### src/rtl/key_opcode_encoder.sv
// Front end for the calculator: synchronizes and debounces the raw buttons and
// switches, then emits one registered opcode pulse per press with release lockout.
module key_opcode_encoder #(
  parameter int unsigned DB_COUNT = 20'd500000,
  parameter int unsigned SW_W     = 8
) (
  input  logic            clk,
  input  logic            reset,
  input  logic            btn_num,
  input  logic            btn_enter,
  input  logic            btn_add,
  input  logic            btn_sub,
  input  logic            btn_mul,
  input  logic            btn_div,
  input  logic [SW_W-1:0] sw,
  output logic [2:0]      opCode,
  output logic            op_valid,
  output logic [SW_W-1:0] num_out,
  output logic            busy
);

  localparam int unsigned     NB      = 6;
  localparam int unsigned     CNT_W   = (DB_COUNT > 2) ? $clog2(DB_COUNT) : 1;
  localparam logic [CNT_W-1:0] CNT_MAX = CNT_W'(DB_COUNT - 1);

  typedef enum logic [2:0] {
    OP_NONE  = 3'b000,
    OP_NUM   = 3'b001,
    OP_ENTER = 3'b010,
    OP_ADD   = 3'b100,
    OP_SUB   = 3'b101,
    OP_MUL   = 3'b110,
    OP_DIV   = 3'b111
  } op_e;

  typedef enum logic [1:0] {
    S_IDLE,
    S_EMIT,
    S_WAIT_REL
  } state_e;

  // Bit order is the coincident-press priority: bit 0 wins.
  logic [NB-1:0]   w_btn_raw;
  logic [NB-1:0]   r_btn_s1, r_btn_s2;
  logic [SW_W-1:0] r_sw_s1, r_sw_s2;
  logic [NB-1:0]   r_stable, r_stable_d;
  logic [CNT_W-1:0] r_cnt [NB];
  logic [NB-1:0]   w_press;
  op_e             w_press_code;

  state_e          r_state, w_state_nxt;
  op_e             r_code, w_code_nxt;
  logic [SW_W-1:0] r_num_lat, w_num_lat_nxt;
  op_e             w_op_nxt;
  op_e             r_op_code;
  logic            r_op_valid;
  logic [SW_W-1:0] r_num_out;
  logic            r_busy;

  assign w_btn_raw = {btn_div, btn_mul, btn_sub, btn_add, btn_num, btn_enter};

  // NOTE: every flop uses non-blocking assignment so all registers update from
  // pre-edge values; blocking here would collapse the synchronizer chain.
  always_ff @(posedge clk) begin
    if (reset) begin
      r_btn_s1 <= '0;
      r_btn_s2 <= '0;
      r_sw_s1  <= '0;
      r_sw_s2  <= '0;
    end else begin
      r_btn_s1 <= w_btn_raw;
      r_btn_s2 <= r_btn_s1;
      r_sw_s1  <= sw;
      r_sw_s2  <= r_sw_s1;
    end
  end

  // NOTE: the counter array is ordinary state, not a RAM, so it is reset
  // element by element like any other register.
  always_ff @(posedge clk) begin
    if (reset) begin
      r_stable   <= '0;
      r_stable_d <= '0;
      for (int i = 0; i < NB; i++) r_cnt[i] <= '0;
    end else begin
      r_stable_d <= r_stable;
      for (int i = 0; i < NB; i++) begin
        if (r_btn_s2[i] == r_stable[i]) begin
          r_cnt[i] <= '0;
        end else if (r_cnt[i] == CNT_MAX) begin
          r_stable[i] <= ~r_stable[i];
          r_cnt[i]    <= '0;
        end else begin
          r_cnt[i] <= r_cnt[i] + 1'b1;
        end
      end
    end
  end

  assign w_press = r_stable & ~r_stable_d;

  always_comb begin
    w_press_code = OP_NONE;
    if      (w_press[0]) w_press_code = OP_ENTER;
    else if (w_press[1]) w_press_code = OP_NUM;
    else if (w_press[2]) w_press_code = OP_ADD;
    else if (w_press[3]) w_press_code = OP_SUB;
    else if (w_press[4]) w_press_code = OP_MUL;
    else if (w_press[5]) w_press_code = OP_DIV;
  end

  // NOTE: defaults come first so no path leaves a variable unassigned, which
  // would otherwise infer a latch.
  always_comb begin
    w_state_nxt   = r_state;
    w_code_nxt    = r_code;
    w_num_lat_nxt = r_num_lat;
    w_op_nxt      = OP_NONE;
    case (r_state)
      S_IDLE: begin
        if (w_press_code != OP_NONE) begin
          w_state_nxt = S_EMIT;
          w_code_nxt  = w_press_code;
          if (w_press_code == OP_NUM) w_num_lat_nxt = r_sw_s2;
        end
      end
      S_EMIT: begin
        w_op_nxt    = r_code;
        w_state_nxt = S_WAIT_REL;
      end
      S_WAIT_REL: begin
        if (r_stable == '0) w_state_nxt = S_IDLE;
      end
      default: w_state_nxt = S_IDLE;
    endcase
  end

  always_ff @(posedge clk) begin
    if (reset) begin
      r_state    <= S_IDLE;
      r_code     <= OP_NONE;
      r_num_lat  <= '0;
      r_op_code  <= OP_NONE;
      r_op_valid <= 1'b0;
      r_num_out  <= '0;
      r_busy     <= 1'b0;
    end else begin
      r_state    <= w_state_nxt;
      r_code     <= w_code_nxt;
      r_num_lat  <= w_num_lat_nxt;
      r_op_code  <= w_op_nxt;
      r_op_valid <= (w_op_nxt != OP_NONE);
      r_busy     <= (r_state != S_IDLE);
      if (w_op_nxt == OP_NUM) r_num_out <= r_num_lat;
    end
  end

  assign opCode   = r_op_code;
  assign op_valid = r_op_valid;
  assign num_out  = r_num_out;
  assign busy     = r_busy;

endmodule

### config.mk
export PLATFORM = sky130hd
export DESIGN_NAME = key_opcode_encoder
export DESIGN_NICKNAME = d
export VERILOG_FILES = /design/src/rtl/key_opcode_encoder.sv
export SDC_FILE = /design/constraint.sdc
export NUM_CORES = 1
export LEC_CHECK = 0
export BUFFER_PORTS_ARGS = -buffer_cell sky130_fd_sc_hd__buf_2
export CORE_ASPECT_RATIO = 0.7
export CORE_MARGIN = 5
export CORE_UTILIZATION = 40
export DETAILED_ROUTE_END_ITERATION = 8
export GPL_ROUTABILITY_DRIVEN = 0
export SLEW_MARGIN = 20
export SYNTH_ARGS = -nofsm -noshare
export SYNTH_HDL_FRONTEND = slang
export SYNTH_SLANG_ARGS = --single-unit
### constraint.sdc
create_clock -name clk -period 2.8 [get_ports clk]
set_input_delay 0.42 -clock clk [delete_from_list [all_inputs] [get_ports clk]]
set_output_delay 0.42 -clock clk [all_outputs]
set_load 0.005 [all_outputs]
==> qor.yml, run 1 <==
run_status:
  status: "completed"
setup_path:
  cp-endpoint: "r_cnt[5][11]$_SDFFCE_PN0P_"
  start_kind: "flop"
  critical_path_required_ns: 2.96
  worstPathArrival_ns: 2.47
  reg2reg_setup_slack_ns: 0.49
  crit_fanout: 17
  reg2regPathDepth: 4
  crit_slowest_cell: "or4_4"
  path_depth: 4
  path_cells: "or4_1, or4_4, o21bai_4, nor2_1"
  worstReg2RegStart: "r_cnt[5][9]$_SDFFCE_PN0P_"
  worst-path-buf-inv: 0
  path_class: "reg -> reg"
  r2r_end: "r_cnt[5][11]$_SDFFCE_PN0P_"
  max_stage_delay_ns: 0.56
  critPathTopFamily: "simple AND/OR/NAND/NOR gates"
  end_kind: "flop"
  cp-startpoint: "r_cnt[5][9]$_SDFFCE_PN0P_"
place:
  dp_hpwl_microns: 11100
  io_buffers: 28
  pre_cts_ws_ns: 0.475
timing:
  hold_viol: 0
  fmaxAchievable_ghz: 0.433
  tightest_slew_ns: 0.608
  finalSetupViolCount: 0
  min_period_ns: 2.31
  skew_ns: 0.00946
  hold_slack_ns: 0.200
  finalMaxSlewViolations: 0
  slew_headroom: 0.591
  fin_setup_tns_ns: 0
  fin_ws_ns: 0.493
  fin_crit_sh: 0.824
  rsz0062_at_grt: "false"
finish:
  fin_nets: 987
  areaGrowthSynthToFinish_pct: 16.9
  post-route-util: 0.479
  drive_above_1_share: 0.0859
  n_antenna_cell: 0
global_routing:
  grtUsageTotal: 0.132
  antenna_found_initial: 0
  grt_pass1_vias: 5597
  grt_max_degree: 30
  grt_pass1_wl_microns: 26800
  grt_overflow: 0
drt:
  route.detailed.drc: 0
  ant_nets: 0
  wirelength_microns: 15700
  wire_per_inst_microns: 12.5
  drtIter0Drc: 473
  via_per_inst: 4.79
  vias: 6002
  drtPass1Iterations: 5
clock_network:
  numClockSinks: 180
  cts-root-buf: "clkbuf_16"
  cts_tree: "done"
  post_cts_resized: 0
  hold_buffers: 0
  cts.clk_slew.worst_paths_ns: 0.07
  post_cts_buffers: 0
  numCtsBuffers: 17
  clk-insertion-delay-late_ns: 0.43
  cts_buffer_depth: 2
  cts.htree.levels: 4
yosys:
  synth_area_per_cell_sq_um: 10.5
  synth_cells: 820
  synth_ff_type: "edfxtp_1"
  synth_cell_types: 60
  ys_async_sr_fraction: 0
  ys.warnings.count: 0
  yosysSeqAreaShare: 0.553
  synth-seq-cells: 180
  synth-edff-count: 114
  mappedNetlistArea_sq_um: 8580
pwr:
  ir_worst_vdd_v: 0.000389
  design_power_total_mw: 5.56
  p_leak_nw: 3.59
  power_density_nw_per_um2: 555
hold_path:
  hp-class: "in -> reg"
  min-delay-start: "sw[7]"
floorplanning:
  die_area_sq_um: 24500
  start_util: 0.410
  coreArea_sq_um: 20900
  rows: 44
  io_pins: 29
  die_h_microns: 133
  die_w_microns: 185
run:
  cap_violations: 0
[Yosys cell counts (all sizes together), types with 13 or more instances]
cell | number | area [sq um]
nand2 | 33 | 124
or3 | 13 | 81.3
nor4 | 21 | 131
o21ai | 19 | 95.1
mux2i | 16 | 160
inv | 26 | 97.6
clkbuf | 18 | 68.8
a21oi | 23 | 115
nor2 | 133 | 499
xnor2 | 64 | 561
or4 | 13 | 105
nor2b | 37 | 231
xor2 | 24 | 210
dfxtp | 66 | 1320
nor3 | 33 | 165
edfxtp | 114 | 3420
nand3 | 44 | 220
nand4 | 35 | 240
[worst min path at each step]
stage                              to  slack, ns  cells past startpoint
4_1_cts         r_sw_s1[7]$_SDFF_PP0_       0.18                      2
6_report        r_sw_s1[7]$_SDFF_PP0_       0.20                      2
2_1_floorplan  r_btn_s2[0]$_SDFF_PP0_       0.41                      1
3_3_place_gp    r_sw_s2[3]$_SDFF_PP0_       0.42                      1
5_1_grt        r_btn_s1[5]$_SDFF_PP0_       0.19                      2
3_5_place_dp    r_sw_s2[0]$_SDFF_PP0_       0.42                      1
[layer usage]
metal / vias up / share of wire / track usage
met2: 77 / 0.41 / 0.186
met3: 11 / 0.032 / 0.0280
met1: 2765 / 0.55 / 0.201
met5: - / 0 / 0
met4: 0 / 0.0097 / 0.0412
li1: 3149 / - / -
[area by class of cell]
cell class,instances,area [sq um]
Multi-Input combinational cell,704,4060
Fill cell,1984,10900
Tap cell,276,345
Clock buffer,18,450
Timing Repair Buffer,36,200
Clock inverter,14,130
Sequential cell,180,4740
Inverter,26,97.6
[power breakdown]
part           switching (mW)  internal (mW)
combinational           0.113         0.0864
clock                    1.12           1.24
sequential             0.0985           2.91
[logic make-up after synthesis]
kind of cell / after synthesis / synth area share
other: 1 / 0.000437
DFF: 180 / 0.553
buffers and inverters: 49 / 0.0232
AOI/OAI and AO/OA: 67 / 0.0512
adders and majority gates: 6 / 0.00875
xor gates and xnor gates: 88 / 0.0898
muxes: 16 / 0.0187
and+or+nand+nor: 413 / 0.255
[worst reg2reg max path, delay by kind of cell (launching register included)]
family	cells	cell delay, ns
AO/OA/AOI/OAI	1	0.38
flip-flops	1	0.46
AND/OR/NAND/NOR	3	1.21
[cell usage in the layout (no fill, tap or decap), types with 21 or more instances in the layout]
| cell | instances |
|---|---|
| xnor2_1 | 64 |
| xor2_1 | 24 |
| a21oi_1 | 23 |
| inv_1 | 26 |
| nand4_1 | 33 |
| nand2_1 | 33 |
| edfxtp_1 | 114 |
| buf_2 | 28 |
| nor2_1 | 133 |
| nand3_1 | 44 |
| nor4_1 | 21 |
| nor3_1 | 33 |
| conb_1 | 114 |
| dfxtp_1 | 66 |
| nor2b_1 | 37 |
[metrics by stage]
step | instances | area [sq um]
finish | 1254 | 10000
global route | 1254 | 10000
CTS | 1254 | 10000
floorplan | 933 | 9000
global placement | 1222 | 9450
detailed placement | 1222 | 9450
[flip-flops by register name (all words and copies together), names as in the netlist]
name        flops
busy            1
num_out         8
opCode          3
op_valid        1
r_btn_s1        6
r_btn_s2        6
r_cnt         114
r_code          3
r_num_lat       8
r_stable        6
r_stable_d      6
r_state         2
r_sw_s1         8
r_sw_s2         8
Power figures use the tool's default switching activity.
==> run 2, diff against run 1 <==
ABC_AREA = 1   (was not set)
clock period = 2.3 ns   (was 2.8 ns; I/O delays follow)
==> run 2 against run 1 <==
Compared with the run above:
- wire length rose by 3.1%
- hold slack got worse by 0.088 ns
- sequential power rose by 21%
- fmax up 16%
- critical path depth is 3 higher
- clock power up 25%
- core utilization shrank 1.0 points
- non-clock buffer count down 2
- combinational power grew 39%
- setup slack worse by 0.19 ns
- die area rose by 4.9%
- first-iteration DRC count shrank 13%
- largest cell class unchanged
==> qor.yml, run 2 <==
global_routing:
  grt_pass1_vias: 6015  # +7.5%
  grtUsageTotal: 0.133  # +0.00171
  grt_overflow: 0  # unchanged
  antenna_found_initial: 0  # unchanged
  grt_max_degree: 23  # -23%
  grt_pass1_wl_microns: 28200  # +5.3%
hold_path:
  hp-class: "in -> reg"
  min_to: "r_sw_s1[3]$_SDFF_PP0_"
  min-delay-start: "sw[3]"
  min_path_cells: 3  # +1
timing:
  rsz0062_at_grt: "false"
  fin_setup_tns_ns: 0  # unchanged
  fmaxAchievable_ghz: 0.501  # +16%
  fin_ws_ns: 0.303  # -0.190 ns
  hold_viol: 0  # unchanged
  min_period_ns: 2.00  # -0.310 ns
  finalMaxSlewViolations: 0  # unchanged
  skew_ns: 0.00740  # -0.00206 ns
  fin_crit_sh: 0.868  # +0.0442
  finalSetupViolCount: 0  # unchanged
yosys:
  synthTopCellsByArea: "edfxtp_1 38%, dfxtp_1 15%, nor2_1 8.8%"
  synth-edff-count: 114  # unchanged
  synth_ff_type: "edfxtp_1"
  synth_cells: 1067  # +30%
  synth_area_per_cell_sq_um: 8.46  # -19%
  mappedNetlistArea_sq_um: 9030  # +5.3%
  netlist.area_leader.share: 0.379  # -0.0200
  yosysSeqAreaShare: 0.525  # -0.0277
  ys.warnings.count: 0  # unchanged
  synthTopCellsByCount: "211 x nor2_1, 177 x inv_1, 169 x nand2_1"
  synth-seq-cells: 180  # unchanged
  ys_async_sr_fraction: 0  # unchanged
  synth_cell_types: 46  # -23%
  yosysTopAreaCell: "edfxtp_1"
  synth_most_common_cell: "nor2_1"
finish:
  fill_cells: 2207  # +11%
  multi_input_area_sq_um: 3940  # -2.8%
  fin_nets: 1240  # +26%
  final_cell_area_sq_um: 10500  # +5.0%
  regMostFlops: "r_cnt"
  final_cell_mix: "211 x nor2_1, 177 x inv_1, 169 x nand2_1"
  mostFrequentLayoutCell: "nor2_1"
  n_antenna_cell: 0  # unchanged
  largest_reg_flops: 114  # unchanged
  drive_above_1_share: 0.101  # +0.0148
  regArea_sq_um: 4740  # unchanged
  areaGrowthSynthToFinish_pct: 16.5
clock_network:
  clk-insertion-delay-late_ns: 0.43  # about the same
  post_cts_resized: 0  # unchanged
  cts_buffer_depth: 2  # unchanged
  cts.htree.levels: 4  # unchanged
  post_cts_buffers: 0  # unchanged
  numCtsBuffers: 17  # unchanged
  numClockSinks: 180  # unchanged
  hold_buffers: 0  # unchanged
  cts_tree: "done"
  cts-root-buf: "clkbuf_16"
  cts.clk_slew.worst_paths_ns: 0.08  # about the same
floorplanning:
  die_w_microns: 190  # +2.5%
  io_pins: 29  # unchanged
  start_util: 0.402  # -0.00771
  die_area_sq_um: 25700  # +4.9%
  die_h_microns: 136  # +2.4%
  rows: 46  # +4.5%
  coreArea_sq_um: 22400  # +7.3%
setup_path:
  critical_path_required_ns: 2.49  # -0.47 ns
  reg2regPathDepth: 7  # +3
  crit_slowest_cell: "edfxtp_1"
  worstReg2RegStart: "r_cnt[1][0]$_SDFFCE_PN0P_"
  path_class: "reg -> reg"
  max_stage_delay_ns: 0.40  # -0.16 ns
  worst-path-buf-inv: 1  # +1
  worstPathArrival_ns: 2.18  # -0.29 ns
  r2r_end: "r_cnt[1][0]$_SDFFCE_PN0P_"
  path_cells: "ha_1, nand3_2, nor3_1, nand3_1, nand2_2, buf_4, nor2_1"
  start_kind: "flop"
  reg2reg_setup_slack_ns: 0.30  # -0.19 ns
  end_kind: "flop"
  crit_fanout: 12  # -5
  critPathTopFamily: "simple AND/OR/NAND/NOR gates"
place:
  dp_hpwl_microns: 12000  # +8.1%
  pre_cts_ws_ns: 0.319  # -0.155 ns
  placed_area_sq_um: 9910  # +4.9%
  io_buffers: 28  # unchanged
run_status:
  status: "completed"
drt:
  ant_nets: 0  # unchanged
  via_per_inst: 4.41  # -7.9%
  wirelength_microns: 16200  # +3.1%
  route.detailed.drc: 0  # unchanged
  drtIter0Drc: 411  # -13%
  vias: 6699  # +12%
  drtPass1Iterations: 6  # +1
  wire_per_inst_microns: 10.7  # -15%
pwr:
  ir_worst_vdd_v: 0.000500  # +29%
  p_leak_nw: 4.48  # +25%
  design_power_total_mw: 6.86  # +23%
  power_density_nw_per_um2: 651  # +17%
run:
  cap_violations: 0  # unchanged
-- run 2: cell type report --
class | count | share of cell area
inverter | 181 | 0.0646
tap | 288 | 0.0342
multi-input combinational | 804 | 0.375
clock inverter | 14 | 0.0152
clock buffer | 18 | 0.0428
sequential | 180 | 0.451
timing repair buffer | 34 | 0.0176
-- run 2: how the worst max path moves through the flow --
stage | end | slack, ns | cells after the start | start
finish | r_cnt[1][0]$_SDFFCE_PN0P_ | 0.30 | 7 | r_cnt[1][0]$_SDFFCE_PN0P_
global route | r_cnt[1][2]$_SDFFCE_PN0P_ | 0.03 | 7 | r_cnt[1][0]$_SDFFCE_PN0P_
CTS | r_cnt[1][0]$_SDFFCE_PN0P_ | 0.31 | 7 | r_cnt[1][0]$_SDFFCE_PN0P_
detailed placement | r_cnt[1][0]$_SDFFCE_PN0P_ | 0.32 | 7 | r_cnt[1][0]$_SDFFCE_PN0P_
global placement | r_cnt[1][3]$_SDFFCE_PN0P_ | 0.41 | 7 | r_cnt[1][0]$_SDFFCE_PN0P_
floorplan | r_cnt[1][17]$_SDFFCE_PN0P_ | 0.64 | 7 | r_cnt[1][0]$_SDFFCE_PN0P_
-- run 2: worst register-to-register path: stages (launching register included) --
cell and delay, ns:
edfxtp_1 0.40, ha_1 0.30, nand3_2 0.15, nor3_1 0.20, nand3_1 0.17, nand2_2 0.27
buf_4 0.21, nor2_1 0.05
-- run 2: per-stage QoR --
step	utilization	cells	hold slack [ns]
6_report	0.469	1519	0.112
5_1_grt	0.469	1519	0.0887
4_1_cts	0.469	1519	0.0872
3_5_place_dp	0.442	1487	0.394
3_3_place_gp	0.442	1487	0.389
2_1_floorplan	-	1180	0.388
-- run 2: kinds of logic (layout without fill, tap and decap cells) --
group / count (synthesis) / in the layout / share of synthesized area
other cells: 1 / 114 / 0.000415
flops: 180 / 180 / 0.525
fa+ha+maj: 6 / 6 / 0.00831
compound gates: 77 / 77 / 0.0457
xor+xnor: 45 / 45 / 0.0436
buf+inv: 196 / 247 / 0.0849
simple gates: 562 / 562 / 0.292
-- run 2: where the power goes --
| part | total [mW] | leakage (nW) | internal, mW | switching, mW |
|---|---|---|---|---|
| combinational | 0.277 | 2.47 | 0.0916 | 0.185 |
| sequential | 3.63 | 1.71 | 3.54 | 0.0933 |
| clock | 2.95 | 0.298 | 1.53 | 1.42 |
| total | 6.86 | 4.48 | 5.16 | 1.70 |
-- run 2: routing by layer --
layer,share of wire,track usage,wire [microns]
met3,0.039,0.0345,625
met1,0.55,0.203,8950
met4,0.0091,0.0337,148
met2,0.40,0.188,6480
met5,0,0,0
